===== src/rtl/fma_issue_queue_pkg.sv =====
// Shared FP issue types: op encodings, execute status bundle, FMA IQ entry, latencies.
// Latency: n/a (types, constants and pure functions only).
// Backpressure: n/a.
// Supplies PREG_WIDTH / FLTOP_WIDTH defaults when the surrounding build does not.
`ifndef PREG_WIDTH
`define PREG_WIDTH 6
`endif
`ifndef FLTOP_WIDTH
`define FLTOP_WIDTH 4
`endif

package fma_issue_queue_pkg;

   localparam int FLTOP_W = `FLTOP_WIDTH;

   // Writeback offsets, in cycles from iss_en to FMA result valid.
   localparam int FMA_LAT_ADD  = 1;
   localparam int FMA_LAT_MUL  = 2;
   localparam int FMA_LAT_MADD = 4;

   // Reservation window: bit k of the post-shift view means the writeback
   // slot k cycles after the current selection cycle is already taken.
   localparam int RESV_W = FMA_LAT_MADD + 1;

   typedef enum logic [FLTOP_W-1:0] {
      FLT_ADD   = FLTOP_W'(0),
      FLT_SUB   = FLTOP_W'(1),
      FLT_MUL   = FLTOP_W'(2),
      FLT_MADD  = FLTOP_W'(3),
      FLT_MSUB  = FLTOP_W'(4),
      FLT_NMADD = FLTOP_W'(5),
      FLT_NMSUB = FLTOP_W'(6)
   } fltop_e;

   // Per-op bookkeeping that travels with the op to the FMA unit.
   typedef struct packed {
      logic [4:0] rob_idx;
      logic [1:0] fmt;
      logic       is_vec;
   } ExStatusBundle;

   // Source tags are held beside this struct in the queue so that the
   // physical tag width can be overridden per instance.
   typedef struct packed {
      logic                valid;
      logic [FLTOP_W-1:0]  op;
      logic [2:0]          rm;
      logic [2:0]          src_rdy;   // rs3, rs2, rs1
      ExStatusBundle       status;
   } FmaIqEntry;

   function automatic logic fma_op_fused(input logic [FLTOP_W-1:0] op);
      return (op == FLT_MADD) || (op == FLT_MSUB) ||
             (op == FLT_NMADD) || (op == FLT_NMSUB);
   endfunction

   // Unknown encodings are treated as single-cycle ops.
   function automatic logic [2:0] fma_op_lat(input logic [FLTOP_W-1:0] op);
      case (op)
         FLT_MUL:                                   return 3'(FMA_LAT_MUL);
         FLT_MADD, FLT_MSUB, FLT_NMADD, FLT_NMSUB:  return 3'(FMA_LAT_MADD);
         default:                                   return 3'(FMA_LAT_ADD);
      endcase
   endfunction

endpackage


===== src/rtl/fma_iq_select.sv =====
// fma_iq_select: picks one eligible queue entry, one-hot grant.
// Latency: combinational grant; the age matrix updates on allocation edges.
// Backpressure: none; grant is zero when nothing is eligible.
// Ports: elig (eligible entries), grant (one-hot winner); with FMA_IQ_AGE_ORDER_EN
//        also clk/rst and alloc (one-hot slot written this cycle) for the age matrix.
// Config: FMA_IQ_AGE_ORDER_EN -> oldest eligible wins; otherwise lowest index wins.
module fma_iq_select
   import fma_issue_queue_pkg::*;
#(
   parameter int DEPTH = 8
) (
`ifdef FMA_IQ_AGE_ORDER_EN
   input  logic             clk,
   input  logic             rst,
   input  logic [DEPTH-1:0] alloc,
`endif
   input  logic [DEPTH-1:0] elig,
   output logic [DEPTH-1:0] grant
);

`ifdef FMA_IQ_AGE_ORDER_EN
   // older_q[i][j] = entry i was allocated before entry j. A newly written
   // slot becomes younger than everything, so its row clears and its column
   // sets. Stale rows of free slots are harmless: only eligible (valid)
   // entries are ever compared, and every pair of valid entries had its
   // relation refreshed when the younger of the two was written.
   logic [DEPTH-1:0] older_q [DEPTH];
   logic [DEPTH-1:0] blocked;

   always_ff @(posedge clk) begin
      if (rst) begin
         for (int i = 0; i < DEPTH; i++) older_q[i] <= '0;
      end else begin
         for (int i = 0; i < DEPTH; i++) begin
            for (int j = 0; j < DEPTH; j++) begin
               if (alloc[i])
                  older_q[i][j] <= 1'b0;
               else if (alloc[j])
                  older_q[i][j] <= (i != j);
            end
         end
      end
   end

   always_comb begin
      blocked = '0;
      for (int i = 0; i < DEPTH; i++) begin
         for (int j = 0; j < DEPTH; j++) begin
            if ((j != i) && elig[j] && older_q[j][i]) blocked[i] = 1'b1;
         end
      end
      grant = elig & ~blocked;
   end
`else
   // Isolate the lowest set bit.
   assign grant = elig & (~elig + DEPTH'(1));
`endif

endmodule


===== src/rtl/fma_issue_queue.sv =====
// fma_issue_queue: FMA issue queue with wakeup tracking and writeback-slot reservation.
// Latency: enqueue to iss_en is 2 cycles minimum (capture, then registered issue).
// Backpressure: enq_ready drops when all DEPTH entries are valid; issue side never stalls.
// Ports: clk, rst (sync, active high); enq_* enqueue channel with per-source ready bits;
//        wakeup_en/wakeup_rd broadcast of W tags becoming ready; iss_* registered issue
//        outputs (fields hold when iss_en=0); flush kills all entries and reservations.
// Config: FMA_IQ_AGE_ORDER_EN -> oldest eligible entry issues first, else lowest index.
`ifndef PREG_WIDTH
`define PREG_WIDTH 6
`endif

module fma_issue_queue
   import fma_issue_queue_pkg::*;
#(
   parameter int DEPTH  = 8,
   parameter int PREG_W = `PREG_WIDTH,
   parameter int W      = 2
) (
   input  logic                         clk,
   input  logic                         rst,
   input  logic                         enq_valid,
   output logic                         enq_ready,
   input  logic [FLTOP_W-1:0]           enq_op,
   input  logic [2:0]                   enq_rm,
   input  logic [2:0][PREG_W-1:0]       enq_src,
   input  logic [2:0]                   enq_src_rdy,
   input  ExStatusBundle                enq_status,
   input  logic [W-1:0]                 wakeup_en,
   input  logic [W-1:0][PREG_W-1:0]     wakeup_rd,
   output logic                         iss_en,
   output logic [FLTOP_W-1:0]           iss_op,
   output logic [2:0]                   iss_rm,
   output logic [2:0][PREG_W-1:0]       iss_src,
   output ExStatusBundle                iss_status,
   input  logic                         flush
);

   FmaIqEntry [DEPTH-1:0]               ent_q;
   logic [DEPTH-1:0][2:0][PREG_W-1:0]   ent_src_q;
   logic [RESV_W-1:0]                   resv_q;
   logic [RESV_W-1:0]                   resv_shift;

   logic [DEPTH-1:0]                    valid_vec;
   logic [DEPTH-1:0]                    free_vec;
   logic [DEPTH-1:0]                    alloc_oh;
   logic [DEPTH-1:0]                    elig;
   logic [DEPTH-1:0]                    grant;
   logic [DEPTH-1:0][2:0]               wake_hit;
   logic [2:0]                          enq_wake;
   logic                                enq_fire;

   logic                                sel_any;
   logic [FLTOP_W-1:0]                  sel_op;
   logic [2:0]                          sel_rm;
   logic [2:0][PREG_W-1:0]              sel_src;
   ExStatusBundle                       sel_status;
   logic [2:0]                          sel_lat;

   // ---------------------------------------------------------------------
   // Wakeup matching, for resident entries and for the op being enqueued.
   // A wakeup coinciding with enqueue marks the source ready even when
   // enq_src_rdy says otherwise.
   // ---------------------------------------------------------------------
   always_comb begin
      enq_wake = '0;
      wake_hit = '0;
      for (int s = 0; s < 3; s++) begin
         for (int w = 0; w < W; w++) begin
            if (wakeup_en[w] && (wakeup_rd[w] == enq_src[s])) enq_wake[s] = 1'b1;
            for (int i = 0; i < DEPTH; i++) begin
               if (wakeup_en[w] && (wakeup_rd[w] == ent_src_q[i][s]))
                  wake_hit[i][s] = 1'b1;
            end
         end
      end
   end

   // ---------------------------------------------------------------------
   // Eligibility. The reservation register is examined after this cycle's
   // shift, so R[L] set means an earlier issue already owns the writeback
   // slot this op would land in. rs3 only matters for the fused ops.
   // ---------------------------------------------------------------------
   assign resv_shift = resv_q >> 1;

   always_comb begin
      valid_vec = '0;
      elig      = '0;
      for (int i = 0; i < DEPTH; i++) begin
         valid_vec[i] = ent_q[i].valid;
         elig[i] = ent_q[i].valid
                   && ent_q[i].src_rdy[0] && ent_q[i].src_rdy[1]
                   && (ent_q[i].src_rdy[2] || !fma_op_fused(ent_q[i].op))
                   && !resv_shift[fma_op_lat(ent_q[i].op)]
                   && !flush && !rst;
      end
   end

   fma_iq_select #(.DEPTH(DEPTH)) u_select (
`ifdef FMA_IQ_AGE_ORDER_EN
      .clk   (clk),
      .rst   (rst),
      .alloc (alloc_oh),
`endif
      .elig  (elig),
      .grant (grant)
   );

   // ---------------------------------------------------------------------
   // Allocation. enq_ready looks only at current occupancy, so a full queue
   // refuses an enqueue even while an entry is issuing that same cycle.
   // The slot being issued is still valid here and therefore never reused
   // in the same cycle.
   // ---------------------------------------------------------------------
   assign enq_ready = ~&valid_vec;
   assign free_vec  = ~valid_vec;
   assign enq_fire  = enq_valid && enq_ready && !flush && !rst;
   assign alloc_oh  = enq_fire ? (free_vec & (~free_vec + DEPTH'(1))) : '0;

   // Grant is one-hot, so OR-ing the masked fields is a plain mux.
   always_comb begin
      sel_any    = |grant;
      sel_op     = '0;
      sel_rm     = '0;
      sel_src    = '0;
      sel_status = '0;
      for (int i = 0; i < DEPTH; i++) begin
         if (grant[i]) begin
            sel_op     = sel_op | ent_q[i].op;
            sel_rm     = sel_rm | ent_q[i].rm;
            sel_src    = sel_src | ent_src_q[i];
            sel_status = sel_status | ent_q[i].status;
         end
      end
      sel_lat = fma_op_lat(sel_op);
   end

   // ---------------------------------------------------------------------
   // Queue state, reservation register and issue valid.
   // ---------------------------------------------------------------------
   always_ff @(posedge clk) begin
      if (rst || flush) begin
         for (int i = 0; i < DEPTH; i++) ent_q[i].valid <= 1'b0;
         resv_q <= '0;
         iss_en <= 1'b0;
      end else begin
         resv_q <= resv_shift | (sel_any ? (RESV_W'(1) << sel_lat) : '0);
         iss_en <= sel_any;
         for (int i = 0; i < DEPTH; i++) begin
            if (alloc_oh[i]) begin
               ent_q[i].valid   <= 1'b1;
               ent_q[i].op      <= enq_op;
               ent_q[i].rm      <= enq_rm;
               ent_q[i].src_rdy <= enq_src_rdy | enq_wake;
               ent_q[i].status  <= enq_status;
               ent_src_q[i]     <= enq_src;
            end else begin
               if (grant[i]) ent_q[i].valid <= 1'b0;
               ent_q[i].src_rdy <= ent_q[i].src_rdy | wake_hit[i];
            end
         end
      end
   end

   // Issue payload only moves on a real selection and otherwise holds.
   always_ff @(posedge clk) begin
      if (sel_any) begin
         iss_op     <= sel_op;
         iss_rm     <= sel_rm;
         iss_src    <= sel_src;
         iss_status <= sel_status;
      end
   end

endmodule


===== config.mk =====
export PLATFORM = sky130hd
export DESIGN_NAME = fma_issue_queue
export DESIGN_NICKNAME = d
export VERILOG_FILES = /design/src/rtl/fma_issue_queue_pkg.sv /design/src/rtl/fma_iq_select.sv /design/src/rtl/fma_issue_queue.sv
export SDC_FILE = /design/constraint.sdc
export NUM_CORES = 1
export LEC_CHECK = 0
export BUFFER_PORTS_ARGS = -buffer_cell sky130_fd_sc_hd__buf_2
export CORE_ASPECT_RATIO = 1.25
export CORE_MARGIN = 2
export CORE_UTILIZATION = 55
export CTS_CLUSTER_DIAMETER = 200
export CTS_CLUSTER_SIZE = 24
export DETAILED_ROUTE_END_ITERATION = 6
export HOLD_SLACK_MARGIN = 0.03
export PLACE_DENSITY = 0.69
export SLEW_MARGIN = 10
export SYNTH_ARGS = -nofsm -noshare
export SYNTH_HDL_FRONTEND = slang
export SYNTH_SLANG_ARGS = --single-unit

===== constraint.sdc =====
create_clock -name clk -period 13.95 [get_ports clk]
set_clock_uncertainty 0.2 [all_clocks]
set_input_delay 1.395 -clock clk [delete_from_list [all_inputs] [get_ports clk]]
set_output_delay 1.395 -clock clk [all_outputs]
set_load 0.005 [all_outputs]

-- Word-level counts from Yosys, hierarchy flattened
Cells that the tools add are included.
- flip-flop bits (word level): 335
- bits of input ports: 54
- output and inout port bits: 35
- word-level logic and storage cells: 565
- add/sub/neg operators: 2
- order comparisons: 8
- equality and inequality tests: 99
- shift-type cells: 1
- muxes and demuxes: 137
- bitwise logic cells: 44
- reduce and logical (&&, ||, !) cells: 184
- operator list (kind ; count):
    == test 6 bit ; 54
    two-way mux 18 bit ; 8
    bitwise OR 18 bit ; 7
    == test 4 x 3 -> 1 bit (second input constant) ; 27
    logical AND 1 bit ; 105
    two-way mux 1 bit ; 78
    == test 4 x 2 -> 1 bit (second input constant) ; 18
    two-way mux 8 bit ; 9
    bitwise OR 8 bit ; 7
    one-hot mux 3 bit (2 select lines) ; 9
    two-way mux 3 bit ; 16
    bitwise OR 3 bit ; 16
    OR reduction 4 bit ; 9
    logical OR 1 bit ; 33
    < comparator 3 x 4 -> 1 bit (second input constant) ; 8
    two-way mux 4 bit ; 8
    bitwise OR 4 bit ; 7
    binary-select mux 1 bit (select 3 bit) ; 8
    NOT 8 bit ; 3
    zero test 1 bit ; 19
    adder 8 x 1 -> 8 bit (second input constant) ; 2
    bitwise AND 8 bit ; 2
    AND reduction 2 bit ; 8
    nonzero test 2 bit ; 8
    6 further kinds ; 6

-- Depth between registers and ports, before layout
Gate-level depths: netlist of the first run.
- depth in word-level cells: 34
- gate-level depth with buffers: 12

-- By module
A second synthesis of the first run with hierarchy kept.
- cell total of the unflattened synthesis: 1196
- area, all modules: 16179.3 µm²
- by module, submodules not included (module ; times used ; cells each ; area an instance (µm²) ; sequential area each (µm²)):
    fma_issue_queue ; 1 ; 1186 ; 16095.4 ; 9879.5
    fma_iq_select ; 1 ; 10 ; 83.8 ; 0.0

-- Worst setup path after synthesis of the first run
Ideal clock, no wire load.
- path type: input -> register
- start: input port flush
- end: register ent_q[141] (netlist bit) (data pin)
- setup time: 429 ps
- data arrival time: 7311 ps
- data required time: 13321 ps
- path slack: 6010 ps
- cell stages on the path: 7
- path buffers: 2
- cell sequence: or2_4 > buf_6 > inv_1 > clkbuf_1 > nand3_1 > nor4b_1 > a21oi_1
- cells in the longest elaborated chain, start to end: 5
- RTL lines (item ; RTL line ; text):
    start: declaration ; fma_issue_queue.sv:35 ; input logic flush
    zero test 1 bit ; fma_issue_queue.sv:116 ; assign enq_fire = enq_valid && enq_ready && !flush && !rst;
    logical AND 1 bit (2 in series) ; fma_issue_queue.sv:116 ;
    two-way mux 8 bit ; fma_issue_queue.sv:117 ; assign alloc_oh = enq_fire ? (free_vec & (~free_vec + DEPTH'(1))) : '0;
    two-way mux 3 bit ; fma_issue_queue.sv:149 ; if (alloc_oh[i]) begin
    end: declaration ; fma_issue_queue.sv:38 ; FmaIqEntry [DEPTH-1:0] ent_q;
No other way between the ends.
A chain may end at the register's enable or synchronous reset.

-- Worst setup path after layout of the first run
- start: input port flush
- end: register iss_status[7] (netlist bit) (enable)
- cells in the longest elaborated chain, start to end: 7
- RTL lines (item ; RTL line ; text):
    zero test 1 bit (*) ; fma_issue_queue.sv:94 ; && !flush && !rst;
    logical AND 1 bit (2 in series) ; fma_issue_queue.sv:94 ;
    NOT 8 bit ; fma_iq_select.sv:56 ; assign grant = elig & (~elig + DEPTH'(1));
    adder 8 x 1 -> 8 bit ; fma_iq_select.sv:56 ;
    bitwise AND 8 bit (*) ; fma_iq_select.sv:56 ;
    OR reduction 8 bit (*) ; fma_issue_queue.sv:121 ; sel_any = |grant;
    named net sel_any ; fma_issue_queue.sv:52 ; logic sel_any;
    end signal: assignment ; fma_issue_queue.sv:170 ; iss_status <= sel_status;
    end: declaration ; fma_issue_queue.sv:34 ; output ExStatusBundle iss_status,
Mark *: on every way through the listed nets, which the timed path passes. The rest lies on a longest branch.

==> reports/summary.txt, run 1 <==
status: finished, violations left
violated checks: DRC
first-pass GRT wire length: 69.4 mm
drt first pass iters: 7
CTS root buf: clkbuf_16
Seq cells post-synth: 333
synth top area cells: edfxtp_1 (59%), xor2_1 (8.7%), xnor2_1 (8.7%), nor4_1 (2.7%), nand4_1 (2.4%)
worst path cell trace: buf_2 > or2_4 > a2111oi_4 > nand4_4 > nand4_1 > nor3_1 > nand2_2
ys async rst share: 0%
WP buf/inv: 1
leakage: 5.87 nW
Syn Std Cell Area: 16500 um2
Buffers on Ports: 88
number of antenna violations at the first check in global routing: 0
synth unique cells: 66
DRC Markers: 1
Max Cap Viol: 0
HPWL Detailed: 28.3 mm
Max H-tree Level: 1
commonest non-fill, non-tap cell in the layout: edfxtp_1
# rows: 70
PwrDens: 99.2 nW/um2
Synth warnings: 0
crit end category: flip-flop
Post-Synthesis Cells: 1285
largest area contributor in the netlist: edfxtp_1
final antenna-violating net count: 0
syn_nets: 1339
sequential share of the synthesized area: 60.0%
Critical Path RT: 13870 ps
Nets: 1394
FMAX: 0.237 GHz
net switching power: 0.394 mW
Worst path max stage delay: 840 ps
via/cell ratio: 6.56
gr ovfl total: 0
n_diodes: 0
CTS tree: built
clock tree buffer depth: 3
CP arrival: 4140 ps
share of cells above drive strength 1: 12.0%
setup violators final: 0
switching portion of total power: 22.3%
WHS: 248 ps
crit-path max FO: 33
Final Util: 60.8%
Clk network pwr share: 30.5%
Overall Power: 1.77 mW
Hold WC Path Type: reg2reg
Post-Route WL: 46.2 mm
Avg Cell Area, Syn: 12.8 um2
Fillers: 2343
ys flop type: edfxtp_1
Num CTS Buffers: 17
cell family with most CP delay: simple AND/OR/NAND/NOR gates
share of power burned in registers: 62.6%
Die ar.: 31400 um2
Final Hold Viols: 0
area grow syn2layout: 8.23%
Yosys top cell area share: 58.5%
EDFF count, synth: 321
Final Max Tran Viols: 0
Logic pwr share: 6.9%
Num Clock Sinks: 333
hold buffers post-CTS: 0
Clk Latency, worst-skew pair: 520 ps
CP max stage cell: nand2_2
post-CTS sizing: 0
Sequential Area: 9880 um2
final period utilization: 30.2%
Die X: 159 um
WL/cell: 26.4 um
Post-CTS Setup Bufs: 0
minimum clock period: 4220 ps
most frequent cells in the layout: edfxtp_1 (321), xor2_1 (164), xnor2_1 (163), buf_2 (88), nor4_1 (71)
I/O Pins: 89
DR vias: 11400
CTS clk-pin slew, worst paths: 100 ps
core area: 29300 um2
die height: 198 um
vias in the first global route: 11200
area occupied by multi-input gates: 6300 um2
RSZ-0062 raised after global routing: no
crit start category: primary input
Slew @ Worst Pin: 1150 ps
pin count of the biggest net entering global routing: 42
Worst Setup Path Type: in2reg
Final TNS setup: 0 ps
Power Internal: 1.38 mW
gr usage total: 29.2%
routability cong.: 0.933
Iter 0 DRT Violations: 1283
Initial Utilization: 56.1%
peak supply drop: 0.0000879 V
Worst slew margin: 22.8%
[logic make-up after synthesis]
kind of cell           after synthesis  share of synthesized area [%]
multiplexers                         1                         0.0608
AO/OA/AOI/OAI                      203                           9.16
XOR/XNOR                           327                           17.4
flip-flops                         333                           60.0
buffers and inverters               88                           2.13
AND/OR/NAND/NOR                    333                           11.3
[power by group through the flow]
stage	clock, mW	combinational [mW]	sequential [mW]
after global placement	0	0.117	1.13
after global routing	0.581	0.131	1.11
after floorplan	0	0.0758	1.13
after detailed placement	0	0.120	1.13
after CTS	0.547	0.121	1.11
final	0.540	0.122	1.11
[cells in the mapped netlist, types with 9 or more instances]
master      n
nand4_1    64
a21oi_1    57
nor4_1     72
a222oi_1   29
xnor2_1   163
o21ai_0    11
and3_1     11
buf_1      14
nand3_1    14
dfxtp_1    12
nor3_1     14
nor2_1     58
a22oi_1    30
xor2_1    164
edfxtp_1  321
clkbuf_1   61
nor4b_1    11
o21bai_1    9
a221oi_1   29
nand2_1    58
[sequential cells by signal, summed over array words and instances (netlist names)]
register    count
ent_q         152
ent_src_q     144
iss_src        18
iss_status      8
iss_op          4
iss_rm          3
resv_q          3
iss_en          1
[final cells by class]
type / count / share of cell area (%)
Timing Repair Buffer: 116 / 3.65
Sequential cell: 333 / 55.4
Clock buffer: 28 / 2.62
Clock inverter: 1 / 0.0281
Multi-Input combinational cell: 864 / 35.4
Inverter: 8 / 0.168
Tap cell: 396 / 2.78
[stage by stage]
| step | setup slack (ps) | cell area, um2 | cells |
|---|---|---|---|
| after floorplan | 6010 | 16500 | 1285 |
| after global placement | 9280 | 17400 | 1717 |
| after detailed placement | 9280 | 17400 | 1717 |
| after CTS | 9780 | 17800 | 1746 |
| after global routing | 9570 | 17800 | 1746 |
| final | 9730 | 17800 | 1746 |
[routing by layer]
metal / up-vias / part of all wire [%] / wire length (um) / track usage (%)
li1: 5018 / - / - / -
met1: 5694 / 40 / 18400 / 39.6
met2: 619 / 48 / 22100 / 49.0
met3: 115 / 8.5 / 3920 / 3.21
met4: 0 / 3.9 / 1800 / 11.2
met5: - / 0 / 0 / 0
[path summary, 6_finish.rpt]
kind                                  end                 start  slack, ps  cells past startpoint
hold reg to reg      resv_q[3]$_SDFF_PP0_  resv_q[4]$_SDFF_PP0_        250                      1
hold / removal       resv_q[3]$_SDFF_PP0_  resv_q[4]$_SDFF_PP0_        250                      1
setup / recovery  iss_status[7]$_DFFE_PP_                 flush       9730                      7
setup reg to reg    iss_src[17]$_DFFE_PP_  resv_q[2]$_SDFF_PP0_      10220                     10
Note: power is estimated with default switching activity, not from simulation.
==> run 2: changes to the inputs <==
--- a/config.mk
+++ b/config.mk
@@ -5,6 +5,7 @@
 export SDC_FILE = /design/constraint.sdc
 export NUM_CORES = 1
 export LEC_CHECK = 0
+export ABC_AREA = 1
 export BUFFER_PORTS_ARGS = -buffer_cell sky130_fd_sc_hd__buf_2
 export CORE_ASPECT_RATIO = 1.25
 export CORE_MARGIN = 2
==> constraint.sdc (replaced) <==
create_clock -name clk -period 4.24 [get_ports clk]
set_clock_uncertainty 0.2 [all_clocks]
set_input_delay 0.424 -clock clk [delete_from_list [all_inputs] [get_ports clk]]
set_output_delay 0.424 -clock clk [all_outputs]
set_load 0.005 [all_outputs]
==> run 2 against run 1 <==
Net effect:
- the run still ends with DRC left
- critical path depth grew 6
- sequential power rose to 3.3 times the previous value
- clock power grew to 3.3 times the previous value
- cell count increased by 25%
- worst setup slack worse by 9100 ps
- sequential cell count did not move
- routed wire length is 35% higher
- sequential share of layout area fell by 2.2 points
- count of clock-buffer cells in the layout stayed put
- cell area rose by 4.2%
- register-to-register slack got worse by 9500 ps
- critical endpoint is now iss_status[3]$_DFFE_PP_
- highest routed layer unchanged
==> reports/summary.txt, run 2 <==
Power Internal: 4.53 mW (+230%)
Place WS: 644 ps (-8640 ps)
WL/cell: 28.7 um (+8.4%)
ys async rst share: 0% (unchanged)
synth top area cells: edfxtp_1 (57%), nand2_1 (5.8%), inv_1 (5.1%), o22ai_1 (4.5%), a21oi_1 (2.5%)
Seq cells post-synth: 333 (unchanged)
Die ar.: 32200 um2 (+2.6%)
crit end category: flip-flop
CTS tree: built
gr ovfl total: 0 (unchanged)
switching portion of total power: 23.5% (+1.2 points)
core area: 30200 um2 (+2.9%)
Final Max Tran Viols: 0 (unchanged)
CTS clk-pin slew, worst paths: 100 ps (about the same)
most frequent cells in the layout: edfxtp_1 (321), nand2_1 (262), inv_1 (228), o22ai_1 (122), buf_2 (88)
die height: 200 um (+1.3%)
Initial Utilization: 56.0% (-0.15 points)
Worst slew margin: 17.5% (-5.2 points)
net switching power: 1.39 mW (+250%)
DR vias: 14800 (+30%)
crit start category: primary input
Clk Latency, worst-skew pair: 530 ps (about the same)
Synth top cells by count: edfxtp_1 (321), nand2_1 (262), inv_1 (229), o22ai_1 (122), a21oi_1 (85)
Num CTS Buffers: 17 (unchanged)
peak supply drop: 0.000452 V (+410%)
Overall Power: 5.92 mW (+230%)
clock tree buffer depth: 3 (unchanged)
I/O Pins: 89 (unchanged)
Hold WC Path Type: in2reg
first-pass GRT wire length: 90.4 mm (+30%)
via/cell ratio: 6.82 (+4.0%)
setup violators final: 0 (unchanged)
Logic pwr share: 8.2% (+1.3 points)
minimum clock period: 3610 ps
Post-Route WL: 62.4 mm (+35%)
Post-DP Area: 17900 um2 (+3.3%)
Top Registers: ent_q (152), ent_src_q (144), iss_src (18)
vias in the first global route: 14200 (+27%)
Die X: 161 um (+1.3%)
Yosys top cell area share: 57.0% (-1.5 points)
Max Cap Viol: 0 (unchanged)
syn_nets: 1731 (+29%)
post-route cell area: 18600 um2 (+4.2%)
commonest non-fill, non-tap cell in the layout: edfxtp_1
PwrDens: 319 nW/um2 (+220%)
Critical Path RT: 4300 ps (-9570 ps)
drt first pass iters: 7 (unchanged)
CTS root buf: clkbuf_16
gr usage total: 38.4% (+9.1 points)
pin count of the biggest net entering global routing: 35 (-17%)
ys flop type: edfxtp_1
max FFs per register: 152 (unchanged)
Synth warnings: 0 (unchanged)
FMAX: 0.277 GHz
synth unique cells: 40 (-39%)
largest area contributor in the netlist: edfxtp_1
crit-path max FO: 19 (-42%)
share of cells above drive strength 1: 10.9% (-1.1 points)
Worst Setup Path Type: in2reg
Post-CTS Setup Bufs: 0 (unchanged)
# rows: 71 (+1.4%)
count leader, synth: edfxtp_1
violated checks: DRC
Slew @ Worst Pin: 1240 ps (+81.2 ps)
Non-Filler Instances: 2176 (+25%)
sequential share of the synthesized area: 58.4% (-1.6 points)
Final Hold Viols: 0 (unchanged)
EDFF count, synth: 321 (unchanged)
Iter 0 DRT Violations: 2114 (+65%)
Nets: 1818 (+30%)
Avg Cell Area, Syn: 10.1 um2 (-21%)
Buffers on Ports: 88 (unchanged)
Max H-tree Level: 1 (unchanged)
Syn Std Cell Area: 16900 um2 (+2.7%)
Placed Cells: 2130 (+24%)
CP arrival: 3660 ps (-480 ps)
share of power burned in registers: 61.6% (-1.0 points)
n_diodes: 0 (unchanged)
most flop-heavy register: ent_q
number of antenna violations at the first check in global routing: 0 (unchanged)
DRC Markers: 1 (unchanged)
RSZ-0062 raised after global routing: no
leakage: 6.81 nW (+16%)
Final WS setup: 633 ps (-9100 ps)
routability cong.: 0.985 (+5.6%)
Final TNS setup: 0 ps (unchanged)
final period utilization: 85.1%
Post-Synthesis Cells: 1677 (+31%)
area grow syn2layout: 9.79%
HPWL Detailed: 40.2 mm (+42%)
Num Clock Sinks: 333 (unchanged)
Clk network pwr share: 30.2% (-0.3 points)
Fillers: 2512 (+7.2%)
final antenna-violating net count: 0 (unchanged)
status: finished, violations left
## run 2: changes by cell type in the layout (fill, tap and decap cells not counted), sizes merged, moves of 67 or more
cell | before | now
xor2 | 164 | 29
xnor2 | 163 | 21
inv | 8 | 236
o21ai | 13 | 80
nand2 | 58 | 267
o22ai | 1 | 122
## run 2: layout make-up
cell class	count	area (um2)	share of cell area, %
Clock buffer	28	467	2.51
Clock inverter	2	13.8	0.0741
Multi-Input combinational cell	1014	5810	31.3
Timing Repair Buffer	157	998	5.38
Tap cell	401	502	2.70
Sequential cell	333	9880	53.2
Inverter	241	905	4.87
## run 2: power by group through the flow
stage,clock (mW),combinational (mW),sequential [mW]
after floorplan,0,0.229,3.71
after CTS,1.80,0.463,3.64
after detailed placement,0,0.451,3.72
after global routing,1.91,0.506,3.64
final,1.78,0.488,3.64
after global placement,0,0.446,3.72
## run 2: worst max-delay path: stages
cell and delay [ps]:
dlygate4sd3_1 530, buf_2 130, nor2_4 210, buf_4 340
nand4_1 120, a21oi_1 160, nand2_1 190, nand2_2 170
inv_2 90, nand3_1 480, inv_1 500, nand2_1 170
o2111ai_1 130
## run 2: what timing repair did
| action | in CTS | in global routing |
|---|---|---|
| endpoints found under the hold margin | 123 | 0 |
| resized for setup | 0 | 0 |
| hold buffers | 16 | 0 |
## run 2: kinds of logic after synthesis
kind of cell | count (synthesis) | synth area share, %
flip-flops | 333 | 58.4
AND/OR/NAND/NOR | 488 | 12.7
buffers and inverters | 330 | 7.52
XOR/XNOR | 50 | 2.59
AO/OA/AOI/OAI | 476 | 18.8
## run 2: through the flow
stage | utilization (%) | hold WS, ps
3_3_place_gp | 59.4 | 206
5_1_grt | 61.5 | 34.7
4_1_cts | 61.5 | 30.7
6_report | 61.5 | 33.4
2_1_floorplan | - | 194
3_5_place_dp | 59.4 | 211
## run 2: final timing paths
check,start,endpoint,slack (ps),depth (start not counted)
setup / recovery,rst,iss_status[3]$_DFFE_PP_,630,13
hold / removal,flush,ent_q[141]$_DFFE_PN_,30,2
setup reg to reg,ent_q[10]$_DFFE_PN_,iss_src[14]$_DFFE_PP_,680,13
hold reg to reg,resv_q[4]$_SDFF_PP0_,resv_q[3]$_SDFF_PP0_,220,2
## run 2: layer usage
layer	track usage, %	wire length [um]
met1	48.9	22800
met3	8.45	7430
met5	0	0
met4	19.9	3990
met2	62.2	28200
==> run 3: changes to the inputs <==
--- a/config.mk
+++ b/config.mk
@@ -5,13 +5,12 @@
 export SDC_FILE = /design/constraint.sdc
 export NUM_CORES = 1
 export LEC_CHECK = 0
-export ABC_AREA = 1
 export BUFFER_PORTS_ARGS = -buffer_cell sky130_fd_sc_hd__buf_2
 export CORE_ASPECT_RATIO = 1.25
 export CORE_MARGIN = 2
 export CORE_UTILIZATION = 55
 export CTS_CLUSTER_DIAMETER = 200
-export CTS_CLUSTER_SIZE = 24
+export CTS_CLUSTER_SIZE = 28
 export DETAILED_ROUTE_END_ITERATION = 6
 export HOLD_SLACK_MARGIN = 0.03
 export PLACE_DENSITY = 0.69
==> run 3 against run 2 <==
Net effect:
- the run still ends with DRC left
- via count fell by 24%
- cell area down 3.0%
- maximum frequency grew 9.0%
- hold slack improved by 35 ps
- global-route usage shrank 10 points
- clock power shrank 7%
- sequential power is essentially flat
- largest cell class unchanged
==> reports/summary.txt, run 3 (synthesis results as in run 1) <==
DR vias: 11300 (-24%)
crit start category: flip-flop
Post-Route WL: 44.6 mm (-28%)
setup violators final: 0 (unchanged)
area grow syn2layout: 9.38%
Worst Setup Path Type: reg2reg
PwrDens: 317 nW/um2 (-0.50%)
clock tree buffer depth: 3 (unchanged)
minimum clock period: 3310 ps (-296 ps)
crit end category: flip-flop
hold path depth: 1 (-1)
Slew @ Worst Pin: 1080 ps (-156 ps)
Clk network pwr share: 29.0% (-1.2 points)
HPWL Detailed: 28.3 mm (-30%)
switching portion of total power: 22.1% (-1.4 points)
# rows: 70 (-1.4%)
CTS tree: built
Iter 0 DRT Violations: 1258 (-40%)
Sequential Area: 9880 um2 (unchanged)
Num Clock Sinks: 333 (unchanged)
routability cong.: 0.874 (-11%)
RSZ-0062 raised after global routing: no
gr usage total: 28.2% (-10 points)
status: finished, violations left
Critical Path RT: 4480 ps (+180 ps)
WHS: 68.6 ps (+35.2 ps)
commonest non-fill, non-tap cell in the layout: edfxtp_1
final period utilization: 78.1% (-7.0 points)
Max H-tree Level: 1 (unchanged)
Top Registers: ent_q (152), ent_src_q (144), iss_src (18)
FMAX: 0.302 GHz (+9.0%)
Max Cap Viol: 0 (unchanged)
max FFs per register: 152 (unchanged)
number of antenna violations at the first check in global routing: 0 (unchanged)
Power Internal: 4.45 mW (-1.7%)
area occupied by multi-input gates: 6340 um2 (+9.2%)
most flop-heavy register: ent_q
CTS clk-pin slew, worst paths: 110 ps (about the same)
share of cells above drive strength 1: 12.2% (+1.4 points)
post-CTS sizing: 0 (unchanged)
Final Hold Viols: 0 (unchanged)
Initial Utilization: 56.1% (+0.15 points)
share of power burned in registers: 63.8% (+2.2 points)
first-pass GRT wire length: 67.5 mm (-25%)
Hold WC Path Type: in2reg
net switching power: 1.26 mW (-9.2%)
Die ar.: 31400 um2 (-2.5%)
Final TNS setup: 0 ps (unchanged)
DRC Markers: 7 (+6)
WL/cell: 25.3 um (-12%)
die height: 198 um (-1.3%)
Buffers on Ports: 88 (unchanged)
gr ovfl total: 0 (unchanged)
pin count of the biggest net entering global routing: 51 (+46%)
Placed Cells: 1724 (-19%)
Worst slew margin: 28.0% (+11 points)
Nets: 1410 (-22%)
violated checks: DRC
Non-Filler Instances: 1761 (-19%)
Logic pwr share: 7.2% (-1.0 points)
I/O Pins: 89 (unchanged)
crit-path max FO: 23 (+4)
leakage: 5.94 nW (-13%)
n_diodes: 0 (unchanged)
final antenna-violating net count: 0 (unchanged)
drt first pass iters: 7 (unchanged)
most frequent cells in the layout: edfxtp_1 (321), xor2_1 (164), xnor2_1 (163), buf_2 (88), nor4_1 (71)
peak supply drop: 0.000335 V (-26%)
Clk Latency, worst-skew pair: 510 ps (-20 ps)
core area: 29300 um2 (-2.9%)
Die X: 159 um (-1.3%)
R2R cell count: 9 (-4)
vias in the first global route: 11400 (-20%)
Fillers: 2315 (-7.8%)
Num CTS Buffers: 15 (-2)
Final Util: 61.4% (-0.071 points)
CTS root buf: clkbuf_16
via/cell ratio: 6.42 (-5.8%)
Final Max Tran Viols: 0 (unchanged)
CP arrival: 3550 ps (-110 ps)
==> run 3: cell types whose count changed in the layout (fill, tap and decap cells not counted), moves of 48 or more <==
cell / delta
o22ai_1: -121
xnor2_1: +142
nor4_1: +66
inv_1: -221
xor2_1: +135
o21ai_0: -57
nand3_1: -48
nand2_1: -205
==> run 3: stage by stage <==
stage	power, mW	cell area [um2]	worst slack, ps
after floorplan	3.96	16500	191
after global routing	5.88	18000	749
after detailed placement	4.11	17500	749
final	5.71	18000	930
after global placement	4.10	17500	801
after CTS	5.74	18000	937
==> run 3: critical path: stages, from the launching register on <==
cell and delay, ps:
edfxtp_1 450, nor3b_1 210, a2111oi_4 410, nand4_4 380, and4_4 340, and2_1 150, buf_4 240, a2111o_1 500
and3_4 200, nor3_1 150
==> run 3: path summary, 6_finish.rpt <==
| kind | startpoint | end | slack, ps |
|---|---|---|---|
| max | ent_q[16]$_DFFE_PP_ | resv_q[4]$_SDFF_PP0_ | 930 |
| min | enq_src[3] | ent_src_q[21]$_DFFE_PP_ | 70 |
| max reg2reg | ent_q[16]$_DFFE_PP_ | resv_q[4]$_SDFF_PP0_ | 930 |
| min reg2reg | resv_q[4]$_SDFF_PP0_ | resv_q[3]$_SDFF_PP0_ | 240 |
==> run 3: timing repair <==
item	in CTS	in global routing
buffers inserted	0	0
hold endpoints to repair	88	0
hold buffers	11	0
==> run 3: cell type report <==
| type | count | share of cell area, % |
|---|---|---|
| timing repair buffer | 134 | 4.72 |
| tap | 396 | 2.75 |
| clock buffer | 24 | 2.27 |
| sequential | 333 | 54.8 |
| multi-input combinational | 864 | 35.2 |
| clock inverter | 2 | 0.0764 |
| inverter | 8 | 0.167 |
==> run 3: per-layer routing <==
metal  vias up  wire length, um  GRT usage (%)
met2       528            21500           47.6
met4         0             1600           10.2
met1      5622            18100           37.7
met5         -                0              0
li1       5049                -              -
met3       107             3390           3.61
==> run 3: power by group through the flow <==
stage | sequential [mW] | combinational (mW) | clock, mW
4_1_cts | 3.64 | 0.406 | 1.69
3_3_place_gp | 3.72 | 0.388 | 0
6_report | 3.64 | 0.412 | 1.66
3_5_place_dp | 3.72 | 0.397 | 0
5_1_grt | 3.64 | 0.442 | 1.79
2_1_floorplan | 3.71 | 0.250 | 0
